<file path="config.mk">
export PLATFORM = sky130hd
export DESIGN_NAME = conv_tile_scheduler_flat
export DESIGN_NICKNAME = d
export VERILOG_FILES = /design/src/rtl/conv_tile_scheduler_if.sv /design/src/rtl/conv_tile_scheduler.sv /design/src/flat_wrapper.sv
export SDC_FILE = /design/constraint.sdc
export NUM_CORES = 1
export LEC_CHECK = 0
export CORE_MARGIN = 2
export CORE_UTILIZATION = 50
export CTS_CLUSTER_SIZE = 14
export DETAILED_ROUTE_END_ITERATION = 7
export PLACE_DENSITY = 0.74
export SYNTH_ARGS = -nofsm -noshare
export SYNTH_HDL_FRONTEND = slang
export SYNTH_SLANG_ARGS = --single-unit
export TNS_END_PERCENT = 1
</file>
<file path="constraint.sdc">
create_clock -name clk -period 1.9 [get_ports clk]
set_input_delay 0.19 -clock clk [delete_from_list [all_inputs] [get_ports clk]]
set_output_delay 0.19 -clock clk [all_outputs]
set_load 0.005 [all_outputs]
</file>
<file path="src/rtl/conv_tile_scheduler_if.sv">
`default_nettype none
// conv_tile_scheduler_if: host-control and MemoryController handshake bundle for the tile scheduler.
// master = scheduler side, slave = host/controller side.
interface conv_tile_scheduler_if #(
  parameter int W_ADDR_BIT     = 11,
  parameter int OFMAP_ADDR_BIT = 10,
  parameter int TILE_NUM       = 4
);
  localparam int IDX_BIT = (TILE_NUM > 1) ? $clog2(TILE_NUM) : 1;

  logic                      layer_start_in;
  logic                      layer_abort_in;
  logic                      host_drain_en_in;
  logic                      mc_mac_done_in;
  logic                      mc_ofmap_write_en_in;
  logic                      mc_ofmap_write_done_in;
  logic                      mc_start_out;
  logic                      mc_ofmap_ready_out;
  logic [W_ADDR_BIT-1:0]     w_base_addr_out;
  logic [OFMAP_ADDR_BIT-1:0] ofmap_base_addr_out;
  logic [IDX_BIT-1:0]        tile_idx_out;
  logic                      busy_out;
  logic                      layer_done_out;
  logic                      err_out;

  modport master (
    input  layer_start_in, layer_abort_in, host_drain_en_in,
           mc_mac_done_in, mc_ofmap_write_en_in, mc_ofmap_write_done_in,
    output mc_start_out, mc_ofmap_ready_out, w_base_addr_out, ofmap_base_addr_out,
           tile_idx_out, busy_out, layer_done_out, err_out
  );

  modport slave (
    output layer_start_in, layer_abort_in, host_drain_en_in,
           mc_mac_done_in, mc_ofmap_write_en_in, mc_ofmap_write_done_in,
    input  mc_start_out, mc_ofmap_ready_out, w_base_addr_out, ofmap_base_addr_out,
           tile_idx_out, busy_out, layer_done_out, err_out
  );
endinterface
`default_nettype wire

</file>
<file path="src/rtl/conv_tile_scheduler.sv">
`default_nettype none
// conv_tile_scheduler: steps the MemoryController through every output-channel tile of a
// layer, handing out per-tile base addresses and checking the ofmap writeback word count.
module conv_tile_scheduler #(
  parameter int TILE_NUM         = 4,
  parameter int W_TILE_WORDS     = 288,
  parameter int OFMAP_TILE_WORDS = 196,
  parameter int W_ADDR_BIT       = 11,
  parameter int OFMAP_ADDR_BIT   = 10
) (
  input  logic                  clk,
  input  logic                  rst,
  conv_tile_scheduler_if.master bus
);
  localparam int                      IDX_BIT      = (TILE_NUM > 1) ? $clog2(TILE_NUM) : 1;
  localparam logic [IDX_BIT-1:0]      LAST_TILE    = IDX_BIT'(TILE_NUM - 1);
  localparam logic [15:0]             TILE_WORDS16 = 16'(OFMAP_TILE_WORDS);
  localparam logic [W_ADDR_BIT-1:0]   W_STEP       = W_ADDR_BIT'(W_TILE_WORDS);
  localparam logic [OFMAP_ADDR_BIT-1:0] O_STEP     = OFMAP_ADDR_BIT'(OFMAP_TILE_WORDS);

  typedef enum logic [2:0] {
    IDLE    = 3'd0,
    START   = 3'd1,
    COMPUTE = 3'd2,
    DRAIN   = 3'd3,
    NEXT    = 3'd4,
    DONE    = 3'd5
  } state_t;

  state_t                    state;
  logic                      mc_start;
  logic                      busy;
  logic                      layer_done;
  logic                      err;
  logic [IDX_BIT-1:0]        tile_idx;
  logic [W_ADDR_BIT-1:0]     w_base;
  logic [OFMAP_ADDR_BIT-1:0] ofmap_base;
  logic [15:0]               wr_cnt;
  logic [15:0]               wr_cnt_upd;

  // Count including this cycle's strobe, so a write_en alongside write_done is not lost
  always_comb begin
    wr_cnt_upd = wr_cnt;
    if (bus.mc_ofmap_write_en_in && (wr_cnt != 16'hFFFF)) begin
      wr_cnt_upd = wr_cnt + 16'd1;
    end
  end

  always_ff @(posedge clk or posedge rst) begin
    if (rst) begin
      state      <= IDLE;
      mc_start   <= 1'b0;
      busy       <= 1'b0;
      layer_done <= 1'b0;
      err        <= 1'b0;
      tile_idx   <= '0;
      w_base     <= '0;
      ofmap_base <= '0;
      wr_cnt     <= '0;
    end else begin
      mc_start   <= 1'b0;
      layer_done <= 1'b0;
      if (bus.mc_ofmap_write_en_in && (state != DRAIN)) begin
        err <= 1'b1;
      end
      if (bus.layer_abort_in && (state != IDLE)) begin
        state      <= IDLE;
        busy       <= 1'b0;
        tile_idx   <= '0;
        w_base     <= '0;
        ofmap_base <= '0;
        wr_cnt     <= '0;
      end else begin
        case (state)
          IDLE: begin
            if (bus.layer_start_in && !bus.layer_abort_in) begin
              state      <= START;
              mc_start   <= 1'b1;
              busy       <= 1'b1;
              err        <= 1'b0;
              tile_idx   <= '0;
              w_base     <= '0;
              ofmap_base <= '0;
              wr_cnt     <= '0;
            end
          end
          START: state <= COMPUTE;
          COMPUTE: begin
            if (bus.mc_mac_done_in) begin
              state <= DRAIN;
            end
          end
          DRAIN: begin
            wr_cnt <= wr_cnt_upd;
            if (bus.mc_ofmap_write_done_in) begin
              state <= NEXT;
              if (wr_cnt_upd != TILE_WORDS16) begin
                err <= 1'b1;
              end
            end
          end
          NEXT: begin
            wr_cnt <= '0;
            if (tile_idx == LAST_TILE) begin
              state      <= DONE;
              layer_done <= 1'b1;
            end else begin
              state      <= START;
              mc_start   <= 1'b1;
              tile_idx   <= tile_idx + 1'b1;
              w_base     <= w_base + W_STEP;
              ofmap_base <= ofmap_base + O_STEP;
            end
          end
          DONE: begin
            state <= IDLE;
            busy  <= 1'b0;
          end
          default: begin
            state <= IDLE;
            busy  <= 1'b0;
          end
        endcase
      end
    end
  end

  assign bus.mc_start_out        = mc_start;
  assign bus.mc_ofmap_ready_out  = (state == DRAIN) && bus.host_drain_en_in;
  assign bus.w_base_addr_out     = w_base;
  assign bus.ofmap_base_addr_out = ofmap_base;
  assign bus.tile_idx_out        = tile_idx;
  assign bus.busy_out            = busy;
  assign bus.layer_done_out      = layer_done;
  assign bus.err_out             = err;
endmodule
`default_nettype wire

</file>
<file path="src/flat_wrapper.sv">
// flat-port wrapper written by rule: the top's interface ports become plain ports
module conv_tile_scheduler_flat 
#(
  parameter int TILE_NUM         = 4,
  parameter int W_TILE_WORDS     = 288,
  parameter int OFMAP_TILE_WORDS = 196,
  parameter int W_ADDR_BIT       = 11,
  parameter int OFMAP_ADDR_BIT   = 10
)
  (clk, rst, bus_layer_start_in, bus_layer_abort_in, bus_host_drain_en_in, bus_mc_mac_done_in, bus_mc_ofmap_write_en_in, bus_mc_ofmap_write_done_in, bus_mc_start_out, bus_mc_ofmap_ready_out, bus_w_base_addr_out, bus_ofmap_base_addr_out, bus_tile_idx_out, bus_busy_out, bus_layer_done_out, bus_err_out);
  conv_tile_scheduler_if #(.W_ADDR_BIT(W_ADDR_BIT), .OFMAP_ADDR_BIT(OFMAP_ADDR_BIT), .TILE_NUM(TILE_NUM)) bus_i ();
  input  logic clk;
  input  logic rst;
  input wire logic [$bits(bus_i.layer_start_in)-1:0] bus_layer_start_in;
  input wire logic [$bits(bus_i.layer_abort_in)-1:0] bus_layer_abort_in;
  input wire logic [$bits(bus_i.host_drain_en_in)-1:0] bus_host_drain_en_in;
  input wire logic [$bits(bus_i.mc_mac_done_in)-1:0] bus_mc_mac_done_in;
  input wire logic [$bits(bus_i.mc_ofmap_write_en_in)-1:0] bus_mc_ofmap_write_en_in;
  input wire logic [$bits(bus_i.mc_ofmap_write_done_in)-1:0] bus_mc_ofmap_write_done_in;
  output wire logic [$bits(bus_i.mc_start_out)-1:0] bus_mc_start_out;
  output wire logic [$bits(bus_i.mc_ofmap_ready_out)-1:0] bus_mc_ofmap_ready_out;
  output wire logic [$bits(bus_i.w_base_addr_out)-1:0] bus_w_base_addr_out;
  output wire logic [$bits(bus_i.ofmap_base_addr_out)-1:0] bus_ofmap_base_addr_out;
  output wire logic [$bits(bus_i.tile_idx_out)-1:0] bus_tile_idx_out;
  output wire logic [$bits(bus_i.busy_out)-1:0] bus_busy_out;
  output wire logic [$bits(bus_i.layer_done_out)-1:0] bus_layer_done_out;
  output wire logic [$bits(bus_i.err_out)-1:0] bus_err_out;
  assign bus_i.layer_start_in = bus_layer_start_in;
  assign bus_i.layer_abort_in = bus_layer_abort_in;
  assign bus_i.host_drain_en_in = bus_host_drain_en_in;
  assign bus_i.mc_mac_done_in = bus_mc_mac_done_in;
  assign bus_i.mc_ofmap_write_en_in = bus_mc_ofmap_write_en_in;
  assign bus_i.mc_ofmap_write_done_in = bus_mc_ofmap_write_done_in;
  assign bus_mc_start_out = bus_i.mc_start_out;
  assign bus_mc_ofmap_ready_out = bus_i.mc_ofmap_ready_out;
  assign bus_w_base_addr_out = bus_i.w_base_addr_out;
  assign bus_ofmap_base_addr_out = bus_i.ofmap_base_addr_out;
  assign bus_tile_idx_out = bus_i.tile_idx_out;
  assign bus_busy_out = bus_i.busy_out;
  assign bus_layer_done_out = bus_i.layer_done_out;
  assign bus_err_out = bus_i.err_out;
  conv_tile_scheduler #(.TILE_NUM(TILE_NUM), .W_TILE_WORDS(W_TILE_WORDS), .OFMAP_TILE_WORDS(OFMAP_TILE_WORDS), .W_ADDR_BIT(W_ADDR_BIT), .OFMAP_ADDR_BIT(OFMAP_ADDR_BIT)) u_core (.clk(clk), .rst(rst), .bus(bus_i));
endmodule
</file>
==> reports/qor.tcl <==
set qor(synthTopCellsByArea) {sky130_fd_sc_hd__dfrtp_1 (37%), sky130_fd_sc_hd__o21ai_0 (6.7%), sky130_fd_sc_hd__nand2_1 (4.2%)}
set qor(floorplan.die.height_um) 76.3
set qor(cts-hold-fix-buffers) 0
set qor(floorplan.core_area_um2) 5070
set qor(r2r_startpoint) {u_core.wr_cnt[8]$_DFFE_PP0P_}
set qor(die_w_um) 76.3
set qor(yosysWarnings) 0
set qor(clk_latency_worst_skew_pair_ns) 0.30
set qor(post-route-min-period_ns) 1.87
set qor(post_synth_instance_area_um2) 2610
set qor(worst_setup_sp) {u_core.wr_cnt[8]$_DFFE_PP0P_}
set qor(total_global_routing_overflow) 0
set qor(ios) 36
set qor(post_route_wl_um) 6370
set qor(tightest_slew_ns) 0.513
set qor(hold_violations) 0
set qor(leakage_nw) 1.43
set qor(synth_compound_area_share_pct) 21.8
set qor(cp_max_fo) 6
set qor(final_max_slew_viol_count) 0
set qor(final_nets) 368
set qor(ant_nets) 0
set qor(post_synthesis_xor_xnor_area_fraction_pct) 1.68
set qor(synthDominantCellAreaShare_pct) 37.4
set qor(io_buffers) 28
set qor(run_status) {finished, final reports clean}
set qor(post-layout-total-power_w) 0.00202
set qor(drt-pass1-iter-count) 4
set qor(row_count) 26
set qor(dp_hpwl_um) 4490
set qor(cellInternalPower_w) 0.00145
set qor(r2r_slack_ns) 0.03
set qor(pwr_cell_area_nw_per_um2) 616
set qor(cap_violations) 0
set qor(flip_flop_and_latch_count_after_synthesis) 39
set qor(power_switching_share_pct) 27.9
set qor(synth-adder-area-share_pct) 1.92
set qor(grt_start_max_net_pins) 40
set qor(synth.area.mux_share_pct) 0.815
set qor(worst_setup_path_endpoint) {u_core.bus.err_out$_DFF_PP0_}
set qor(ctsHtreeMaxLevel) 2
set qor(critical_path_class) {flip-flop to flip-flop}
set qor(synth_top_family_by_area) {simple AND/OR/NAND/NOR gates}
set qor(drt-vias-per-instance) 5.89
set qor(global_route_usage_sum_pct) 22.4
set qor(final_layout_size_suffix_gt1_share_pct) 20.2
set qor(first_pass_grt_wire_length_um) 10700
set qor(tritoncts) {yes}
set qor(gp_congestion) 0.921
set qor(seqPwrFrac_pct) 45.2
set qor(comb_power_share_pct) 18.4
set qor(first_global_vias) 2265
set qor(netlist_instances) 304
set qor(clkSlewWorstSetupHoldPaths_ns) 0.09
set qor(design.die.area_um2) 5810
set qor(setup_viol) 0
set qor(route.detailed.wl_per_inst_um) 14.9
set qor(multi_input_area_um2) 1440
set qor(synth.distinct_cells) 57
set qor(via_count) 2516
set qor(async_flop_share_pct) 100
set qor(syn2layout_area_growth_pct) 25.3
set qor(crit_arrival_ns) 2.04
set qor(data_required_time_at_the_worst_endpoint_ns) 2.08
set qor(hold_path_class) {primary input to async pin}
set qor(route.detailed.drc) 0
set qor(synth_top_cells_by_count) {sky130_fd_sc_hd__dfrtp_1 (39), sky130_fd_sc_hd__o21ai_0 (35), sky130_fd_sc_hd__nand2_1 (29), sky130_fd_sc_hd__nor2_1 (23), sky130_fd_sc_hd__a21oi_1 (20)}
set qor(crit_path_end_kind) {flip-flop}
set qor(floorplan.initialDensity_pct) 51.4
set qor(cts.sink_count) 39
set qor(drt-initial-drc-count) 248
set qor(synth.most_common_cell) {sky130_fd_sc_hd__dfrtp_1}
set qor(slew-limit-headroom_pct) 65.8
set qor(grt_antenna_before_repair) 0
set qor(register_area_um2) 985
set qor(cts_resized) 0
set qor(insertedDiodeCount) 0
set qor(avgSynthCellArea_um2) 8.59
set qor(clkPwrFrac_pct) 36.4
set qor(r2r.worst_path.cells) 5
set qor(cts.path.max_buffers) 2
set qor(power.switching_w) 0.000563
set qor(synth-seq-area-share_pct) 37.4
set qor(simple_gate_area_share_of_the_yosys_netlist_pct) 27.5
set qor(cts-buffers-inserted) 5
set qor(start_kind) {flip-flop}
set qor(maximum_vdd_drop_mv) 0.348
set qor(timing_limited_maximum_frequency_ghz) 0.536
set qor(num-fill-cells) 444
set qor(synth_enable_flop_cells) 0
set qor(postSynth.topFlopCell) {sky130_fd_sc_hd__dfrtp_1}
set qor(post-cts-setup-buffer-count) 0
set qor(clock_skew_ns) 0.00902
set qor(timing.setup.tns_ns) 0
set qor(critical_path.reg2reg.endpoint) {u_core.bus.err_out$_DFF_PP0_}
set qor(ctsRootBufferMaster) {sky130_fd_sc_hd__clkbuf_8}
set qor(top_cell_type_by_total_area_after_synthesis) {sky130_fd_sc_hd__dfrtp_1}
set qor(fin_util_pct) 64.4
set qor(timing.final.crit_share_pct) 98.2
set qor(unrepaired_setup_endpoints_after_global_routing) {true}
## metal layers
layer  vias up  wire length, um  part of all wire, %  track usage [%]
met4         0               56                 0.88             6.00
met1      1233             2970                   47             30.5
li1       1208                -                    -                -
met2        70             3010                   47             36.8
met3         5              329                  5.2             4.15
met5         -                0                    0                0
## metrics by stage
| step | setup WS (ns) | cell area, um^2 | std cells | hold slack [ns] |
|---|---|---|---|---|
| 6_report | 0.0339 | 3270 | 427 | 0.231 |
| 5_1_grt | -0.0283 | 3270 | 427 | 0.288 |
| 4_1_cts | 0.0262 | 3250 | 427 | 0.247 |
| 3_5_place_dp | -0.0918 | 3140 | 419 | 0.512 |
| 3_3_place_gp | -0.0773 | 3140 | 419 | 0.502 |
| 2_1_floorplan | 0.0182 | 2640 | 310 | 0.293 |
## power by group through the flow
stage / clock network (W) / registers (W) / logic (W)
3_5_place_dp: 0 / 0.000927 / 0.000369
2_1_floorplan: 0 / 0.000921 / 0.000216
3_3_place_gp: 0 / 0.000924 / 0.000362
6_report: 0.000734 / 0.000910 / 0.000371
5_1_grt: 0.000776 / 0.000916 / 0.000410
4_1_cts: 0.000733 / 0.000909 / 0.000373
## critical path, cell delays in order (launching register included)
cell	delay [ns]
sky130_fd_sc_hd__dfrtp_1	0.49
sky130_fd_sc_hd__nand4_1	0.21
sky130_fd_sc_hd__nor4_4	0.30
sky130_fd_sc_hd__mux2_1	0.36
sky130_fd_sc_hd__nor4_1	0.27
sky130_fd_sc_hd__a31oi_1	0.12
## cells in the final DEF (no fill, tap or decap), types with 4 or more instances in the layout
cell type / netlist / final
sky130_fd_sc_hd__nor2_1: 23 / 23
sky130_fd_sc_hd__dfrtp_1: 39 / 32
sky130_fd_sc_hd__xnor2_1: 4 / 4
sky130_fd_sc_hd__o31ai_1: 4 / 4
sky130_fd_sc_hd__clkbuf_8: 0 / 5
sky130_fd_sc_hd__dfrtp_2: 0 / 7
sky130_fd_sc_hd__nand2_1: 29 / 29
sky130_fd_sc_hd__inv_1: 9 / 9
sky130_fd_sc_hd__a31oi_1: 10 / 10
sky130_fd_sc_hd__buf_4: 10 / 36
sky130_fd_sc_hd__a21oi_1: 20 / 20
sky130_fd_sc_hd__o21ai_1: 6 / 7
sky130_fd_sc_hd__nand4_1: 9 / 9
sky130_fd_sc_hd__nand3_1: 14 / 14
sky130_fd_sc_hd__clkdlybuf4s50_1: 0 / 28
sky130_fd_sc_hd__o21ai_0: 35 / 34
sky130_fd_sc_hd__conb_1: 1 / 7
sky130_fd_sc_hd__and3_1: 5 / 5
sky130_fd_sc_hd__a41oi_1: 4 / 4
sky130_fd_sc_hd__nor3_1: 7 / 7
## layout make-up
cell class / count / share of cell area (%)
Timing Repair Buffer: 67 / 18.7
Tap cell: 70 / 2.68
Inverter: 9 / 1.03
Multi-Input combinational cell: 234 / 44.0
Clock inverter: 3 / 1.42
Sequential cell: 39 / 30.1
Clock buffer: 5 / 2.10
## how the worst min path moves through the flow
stage | start | to
5_1_grt | rst | u_core.bus.tile_idx_out[0]$_DFFE_PP0P_
3_3_place_gp | u_core.bus.busy_out$_DFFE_PP0P_ | u_core.bus.busy_out$_DFFE_PP0P_
6_report | rst | u_core.bus.tile_idx_out[0]$_DFFE_PP0P_
3_5_place_dp | u_core.bus.tile_idx_out[1]$_DFFE_PP0P_ | u_core.bus.tile_idx_out[1]$_DFFE_PP0P_
4_1_cts | rst | u_core.bus.w_base_addr_out[6]$_DFFE_PP0P_
2_1_floorplan | bus_mc_ofmap_write_done_in | u_core.state[1]$_DFFE_PP0P_
## registers in the layout, indices dropped and copies added (netlist names)
name                            flops
u_core.bus.err_out                  1
u_core.bus.tile_idx_out             2
u_core.state                        3
u_core.wr_cnt                      16
u_core.bus.busy_out                 1
u_core.bus.layer_done_out           1
u_core.bus.w_base_addr_out          6
u_core.bus.mc_start_out             1
u_core.bus.ofmap_base_addr_out      8
## kinds of logic (layout without fill, tap and decap cells)
group / after synthesis / after routing
AO/OA/AOI/OAI: 94 / 94
flip-flops: 39 / 39
adder cells (fa/ha/maj): 4 / 4
XOR/XNOR: 5 / 5
multiplexers: 2 / 2
other: 1 / 7
AND/OR/NAND/NOR: 122 / 122
buffers and inverters: 37 / 84
Power figures use the tool's default switching activity.
